==> config.mk <==
export PLATFORM = sky130hd
export DESIGN_NAME = seq_mulx
export DESIGN_NICKNAME = d
export VERILOG_FILES = /design/src/rtl/seq_mulx.sv
export SDC_FILE = /design/constraint.sdc
export NUM_CORES = 1
export LEC_CHECK = 0
export CORE_MARGIN = 1.5
export CORE_UTILIZATION = 40
export CTS_CLUSTER_DIAMETER = 50
export DETAILED_ROUTE_END_ITERATION = 12
export GPL_ROUTABILITY_DRIVEN = 0
export GPL_TIMING_DRIVEN = 0
export PLACE_DENSITY_LB_ADDON = 0.05
export SYNTH_ARGS = -nofsm -noshare
export SYNTH_HDL_FRONTEND = slang
export SYNTH_SLANG_ARGS = --single-unit
==> constraint.sdc <==
create_clock -name clk -period 4 [get_ports clk]
set_input_delay 0.8 -clock clk [delete_from_list [all_inputs] [get_ports clk]]
set_output_delay 0.8 -clock clk [all_outputs]
set_load 0.02 [all_outputs]
==> src/rtl/seq_mulx.sv <==
// Sequential shift-add multiplier, one multiplier bit per clock, signed/unsigned per operation.
// Optional SEQ_MULX_EARLY_EXIT_EN ends CALC once the remaining multiplier magnitude is zero.
module seq_mulx #(
  parameter int WIDTH = 8,
  parameter int CNT_W = $clog2(WIDTH + 1)
) (
  input  logic                 clk,
  input  logic                 rst_n,
  input  logic                 start,
  input  logic                 is_signed,
  input  logic [WIDTH-1:0]     a,
  input  logic [WIDTH-1:0]     b,
  output logic                 busy,
  output logic                 done,
  output logic [2*WIDTH-1:0]   p
);

  localparam int PW = 2 * WIDTH;

  typedef enum logic {IDLE, CALC} state_t;

  state_t            r_state;
  logic [PW-1:0]     r_mcand;
  logic [WIDTH-1:0]  r_mplier;
  logic [PW-1:0]     r_acc;
  logic [CNT_W-1:0]  r_cnt;
  logic              r_neg;
  logic              r_busy;
  logic              r_done;
  logic [PW-1:0]     r_p;

  logic [WIDTH-1:0]  w_a_mag;
  logic [WIDTH-1:0]  w_b_mag;
  logic              w_neg;
  logic [PW-1:0]     w_acc_sum;
  logic [WIDTH-1:0]  w_mplier_sh;
  logic              w_last;
  logic [PW-1:0]     w_result;

  // Magnitude of the most-negative value wraps to itself, which is the correct unsigned magnitude.
  assign w_a_mag     = (is_signed && a[WIDTH-1]) ? (~a + WIDTH'(1)) : a;
  assign w_b_mag     = (is_signed && b[WIDTH-1]) ? (~b + WIDTH'(1)) : b;
  assign w_neg       = is_signed & (a[WIDTH-1] ^ b[WIDTH-1]);
  assign w_acc_sum   = r_acc + (r_mplier[0] ? r_mcand : '0);
  assign w_mplier_sh = r_mplier >> 1;
  assign w_result    = r_neg ? (~w_acc_sum + PW'(1)) : w_acc_sum;

`ifdef SEQ_MULX_EARLY_EXIT_EN
  assign w_last = (r_cnt == CNT_W'(WIDTH - 1)) || (w_mplier_sh == '0);
`else
  assign w_last = (r_cnt == CNT_W'(WIDTH - 1));
`endif

  always_ff @(posedge clk or negedge rst_n) begin
    if (!rst_n) begin
      r_state  <= IDLE;
      r_mcand  <= '0;
      r_mplier <= '0;
      r_acc    <= '0;
      r_cnt    <= '0;
      r_neg    <= 1'b0;
      r_busy   <= 1'b0;
      r_done   <= 1'b0;
      r_p      <= '0;
    end else begin
      r_done <= 1'b0;
      case (r_state)
        IDLE: begin
          if (start) begin
            r_mcand  <= {{WIDTH{1'b0}}, w_a_mag};
            r_mplier <= w_b_mag;
            r_neg    <= w_neg;
            r_acc    <= '0;
            r_cnt    <= '0;
            r_busy   <= 1'b1;
            r_state  <= CALC;
          end
        end
        CALC: begin
          r_acc    <= w_acc_sum;
          r_mcand  <= r_mcand << 1;
          r_mplier <= w_mplier_sh;
          r_cnt    <= r_cnt + CNT_W'(1);
          if (w_last) begin
            r_p     <= w_result;
            r_done  <= 1'b1;
            r_busy  <= 1'b0;
            r_state <= IDLE;
          end
        end
        default: r_state <= IDLE;
      endcase
    end
  end

  assign busy = r_busy;
  assign done = r_done;
  assign p    = r_p;

endmodule

# --- Yosys cells after proc, flatten, opt, wreduce, memory -nomap -nowiden ---
# Index checks and enable logic that the tools add are counted.
totals:
  word_cells: 48
  output_inout_bits: 18
  regBits: 64
  input_bits: 20
op_classes:
  n_mux: 20
  n_addsub: 5
  bitwise: 6
  n_reduce_logical: 5
  n_eq_ne: 3
ops:
  columns: ["cell", "count"]
  rows:
  - ["2-to-1 mux 16 bit", 4]
  - ["one-hot mux 16 bit (2 select lines)", 2]
  - ["2-to-1 mux 8 bit", 3]
  - ["adder 16 x 1 -> 16 bit (second input constant)", 1]
  - ["adder 16 bit", 1]
  - ["adder 8 x 1 -> 8 bit (second input constant)", 2]
  - ["NOT 16 bit", 1]
  - ["NOT 8 bit", 2]
  - ["one-hot mux 8 bit (2 select lines)", 1]
  - ["one-hot mux 4 bit (2 select lines)", 1]
  - ["2-to-1 mux 1 bit", 6]
  - ["AND reduction 2 bit", 3]
  - ["adder 4 x 1 -> 4 bit (second input constant)", 1]
  - ["== test 4 x 3 -> 1 bit (second input constant)", 1]
  - ["2-to-1 mux 4 bit", 1]
  - ["one-hot mux 1 bit (2 select lines)", 2]
  - ["logical AND 1 bit", 2]
  - ["inequality test 2 x 1 -> 1 bit (second input constant)", 1]
  - ["inequality test 2 bit (second input constant)", 1]
  - ["bitwise AND 1 bit", 1]
  - ["NOT 1 bit", 1]
  - ["XOR 1 bit", 1]

# --- Depth between registers and ports, before layout ---
logic_depth:
  ltp_word: 5
  mapped_depth: 13

# --- Worst setup path before layout ---
# Ideal clock, no wire load.
synth_path:
  path_kind: "reg2reg"
  startpoint: "register r_mplier[0]"
  endpoint: "register r_p[15] (netlist: p[15])"
  path_stages_with_launch: 14
  setup_slack_ps: 784
  arrival_ps: 3085
  cell_sequence: "dfrtp_1 > clkbuf_1 > and2_1 > ha_1 > fa_1 > a211oi_1 > o21bai_1 > o2111ai_1 > nand2_1 > xor2_1 > or3_4 > o41ai_2 > xor2_1 > o21ai_1"
synth_between:
  elab_chain_cells: 5
synth_lines:
  columns: ["element", "line", "text"]
  rows:
  - ["start, declared", "24", "logic [WIDTH-1:0] r_mplier;"]
  - ["start signal, assigned", "71", "r_mplier <= w_b_mag;"]
  - ["start signal, assigned", "82", "r_mplier <= w_mplier_sh;"]
  - ["2-to-1 mux 16 bit (*)", "44", "assign w_acc_sum = r_acc + (r_mplier[0] ? r_mcand : '0);"]
  - ["adder 16 bit (*)", "44", null]
  - ["NOT 16 bit", "46", "assign w_result = r_neg ? (~w_acc_sum + PW'(1)) : w_acc_sum;"]
  - ["adder 16 x 1 -> 16 bit", "46", null]
  - ["2-to-1 mux 16 bit (*)", "46", null]
  - ["end signal, assigned", "85", "r_p <= w_result;"]
  - ["end, declared", "30", "logic [PW-1:0] r_p;"]
# Mark *: on every way between the ends. The rest lies on a longest branch, timed or not.
# A chain may end at the register's enable or synchronous reset.

# --- Final worst setup path ---
# Same ends and word-level chain as after synthesis.

==> metrics.txt <==
Synth Net Count 471; number of cells in the finished layout apart from fillers 611; post-layout minimum cycle time 3.652 ns; clock buffers created by TritonCTS 9; floorplan die width 100.6 um; clock insertion delay at the later pin of the skew report 0.36 ns; vertical die dimension 100.6 um; GRT Total Usage 18.58%; number of enable flip-flop cells after synthesis 0; FP Rows 35; number of nets in the final layout 517; Setup violations, final 0; clock tree from TritonCTS done; DR pass1 iterations 4; netlist area before placement 0.003809 sq mm; antenna cells 0; Final Util 49.42%; Critical Path RT 4.23 ns; max-cap violations 0; first-iteration detailed-routing DRC count 96; clock sink count 64; initial standard-cell utilization of the core 41.22%; depth of the CTS H-tree 3; vias per std cell 5.072; outcome finished, final reports clean; Syn Area/Cell 8.837 sq um; Worst Setup Slack, final 0.3476 ns; Critical Setup Path Class register to register; Adder-Cell Fraction of Synth Area 6.767%; portion of the post-synthesis area used by sequential elements 42.05%; post-route clock period utilization 91.31%; top-level port count 38; PD cells 698.3 mW/mm^2; clock buffer depth 2; highest achievable clock rate 273.8 MHz; count of cells along the worst hold path 2; clock input transition at the sequential cells of the worst setup and hold paths 0.08 ns; leading area contributor after synthesis sky130_fd_sc_hd__dfrtp_1; xor and xnor area share after synthesis 9.198%; share of flip-flops with an asynchronous set or reset after synthesis 100.0%; dominant combinational cell family by area after synthesis compound AO/OA/AOI/OAI gates; total placed cells including tap cells 595; main area contributors after synthesis sky130_fd_sc_hd__dfrtp_1, sky130_fd_sc_hd__o21ai_0, sky130_fd_sc_hd__nand2_1, sky130_fd_sc_hd__ha_1, sky130_fd_sc_hd__xor2_1; Post-Synth Simple-Gate Area 16.85%; worst hold path type register to register; FF+latch count, synth 64; worst slew margin relative to its limit 42.34%; pin count of the biggest net entering global routing 65; Post-DP HPWL 6373 um; number of remaining DRC errors 0; Post-DP Area 0.004318 sq mm; worst slack after detailed placement 0.3081 ns; number of buffers inserted by port buffering 35; total core area 0.009240 sq mm; global-route wire length before repair 14,570 um; final design instance area without fill 0.004567 sq mm; Clk Tree Root Cell sky130_fd_sc_hd__clkbuf_8; number of global-route vias before repair 2,964; gate count of the mapped netlist 431; post-route clock skew 0.01133 ns; Main synth FF type sky130_fd_sc_hd__dfrtp_1; total wire length 8444 um; Synth Area in Compound Gates 20.63%; number of cell instances on the worst register-to-register path 13; Post-CTS Hold Fix Bufs 0; number of nets with antenna violations after routing 0; slew of the pin with the lowest slew margin 0.8540 ns; startpoint class of the critical path register; most common cell after layout, fill and taps aside sky130_fd_sc_hd__nand2_1; Leakage 2.059 nW; average routed wire per standard cell 13.82 um; final number of hold-violating endpoints 0; share of post-route cells with drive strength above 1 5.187%; maximum fanout along the worst path 10; top library cells by usage in the layout, fill and taps aside sky130_fd_sc_hd__nand2_1, sky130_fd_sc_hd__dfrtp_1, sky130_fd_sc_hd__o21ai_0, sky130_fd_sc_hd__clkdlybuf4s50_1, sky130_fd_sc_hd__a21oi_1; Setup Buffers After CTS 0; worst supply voltage drop on vdd 0.2440 mV; Area Growth Syn to Fin 19.91%; total of warnings raised by yosys 0; number of antenna violations at the first check in global routing 0; total overflow reported by the global router 0; Synth cell types 44; proportion of netlist area held by the largest area contributor 42.05%; final count of pins violating max slew 0; data arrival time of the worst path 3.89 ns; nature of the critical path endpoint register; mux cell area share after synthesis 1.051%; total number of vias 3,099; Die Area 0.01012 sq mm
power by group:
| group | internal, mW | switching (mW) | total (mW) |
|---|---|---|---|
| Clock | 0.415 | 0.278 | 0.693 |
| Sequential | 0.901 | 0.170 | 1.07 |
| Combinational | 0.603 | 0.823 | 1.43 |
| Total | 1.92 | 1.27 | 3.19 |
worst max-delay path, cell delays in order (launching register included):
cell	delay, ns
sky130_fd_sc_hd__dfrtp_1	0.47
sky130_fd_sc_hd__clkbuf_1	0.23
sky130_fd_sc_hd__and2_1	0.22
sky130_fd_sc_hd__ha_1	0.20
sky130_fd_sc_hd__fa_1	0.42
sky130_fd_sc_hd__a211oi_1	0.26
sky130_fd_sc_hd__o21bai_1	0.18
sky130_fd_sc_hd__o2111ai_1	0.22
sky130_fd_sc_hd__nand2_1	0.08
sky130_fd_sc_hd__xor2_1	0.19
sky130_fd_sc_hd__or3_4	0.44
sky130_fd_sc_hd__o41ai_2	0.34
sky130_fd_sc_hd__xor2_1	0.18
sky130_fd_sc_hd__o21ai_1	0.07
metrics by stage:
stage	TNS, ns	hold WS, ns	total power [mW]
2_1_floorplan	0	0.4479	2.057
3_3_place_gp	-6.386	0.4627	2.488
3_5_place_dp	0	0.4701	2.516
4_1_cts	0	0.4882	3.214
5_1_grt	-0.01101	0.5164	3.463
6_report	0	0.4812	3.189
flip-flops by register name, summed over array words and instances, names as in the netlist, 4 cells and up:
name,flops
p,16
r_acc,16
r_cnt,4
r_mcand,16
r_mplier,8
timing repair:
| action | in CTS | in global routing |
|---|---|---|
| hold endpoints to repair | 0 | 0 |
| resized for setup | 0 | 1 |
| setup endpoints to repair | 0 | 3 |
Yosys cell counts, types with 4 or more instances:
| cell | instances |
|---|---|
| sky130_fd_sc_hd__mux2i_1 | 4 |
| sky130_fd_sc_hd__o21ai_0 | 61 |
| sky130_fd_sc_hd__or3_1 | 5 |
| sky130_fd_sc_hd__o31ai_1 | 6 |
| sky130_fd_sc_hd__a21oi_1 | 25 |
| sky130_fd_sc_hd__nor2_1 | 14 |
| sky130_fd_sc_hd__nand3_1 | 12 |
| sky130_fd_sc_hd__inv_1 | 16 |
| sky130_fd_sc_hd__nor3_1 | 4 |
| sky130_fd_sc_hd__xnor2_1 | 19 |
| sky130_fd_sc_hd__dfrtp_1 | 64 |
| sky130_fd_sc_hd__and2_1 | 16 |
| sky130_fd_sc_hd__xor2_1 | 21 |
| sky130_fd_sc_hd__a22o_1 | 11 |
| sky130_fd_sc_hd__ha_1 | 19 |
| sky130_fd_sc_hd__o21bai_1 | 4 |
| sky130_fd_sc_hd__a21o_1 | 6 |
| sky130_fd_sc_hd__clkbuf_1 | 18 |
| sky130_fd_sc_hd__nand2_1 | 76 |
cells by family after synthesis:
logic type,after synthesis
muxes,4
buffers and inverters,35
xor gates and xnor gates,40
AOI/OAI and AO/OA,129
adders and majority gates,20
and+or+nand+nor,139
DFF,64
layout make-up:
class | instances | area, sq um
plain buffers | 19 | 71.32
fillers | 926 | 4673
clock inverters | 7 | 120.1
repair buffers | 35 | 347.8
flip-flops and latches | 64 | 1602
inverters | 16 | 60.06
well taps | 129 | 161.4
multi-input cells | 332 | 2081
clock buffers | 9 | 123.9
worst paths after layout:
| kind | slack (ns) | end | startpoint |
|---|---|---|---|
| setup / recovery | 0.35 | p[15] | r_mplier[0] |
| hold / removal | 0.48 | p[14] | p[14] |
| setup reg to reg | 0.35 | p[15] | r_mplier[0] |
| hold reg to reg | 0.48 | p[14] | p[14] |
| max in group asynchronous | 2.93 | r_mplier[6] | rst_n |
| min in group asynchronous | 0.53 | p[1] | rst_n |
layer usage:
metal  track usage (%)  vias to the layer above  routed length (um)  share of wire, %
met2             30.20                       55                3849                46
met5                 0                        -                   0                 0
li1                  -                     1593                   -                 -
met3             3.329                       12                 304               3.6
met4             7.801                        0                 129               1.5
met1             24.42                     1439                4160                49
Note: power is estimated with default switching activity, not from simulation.
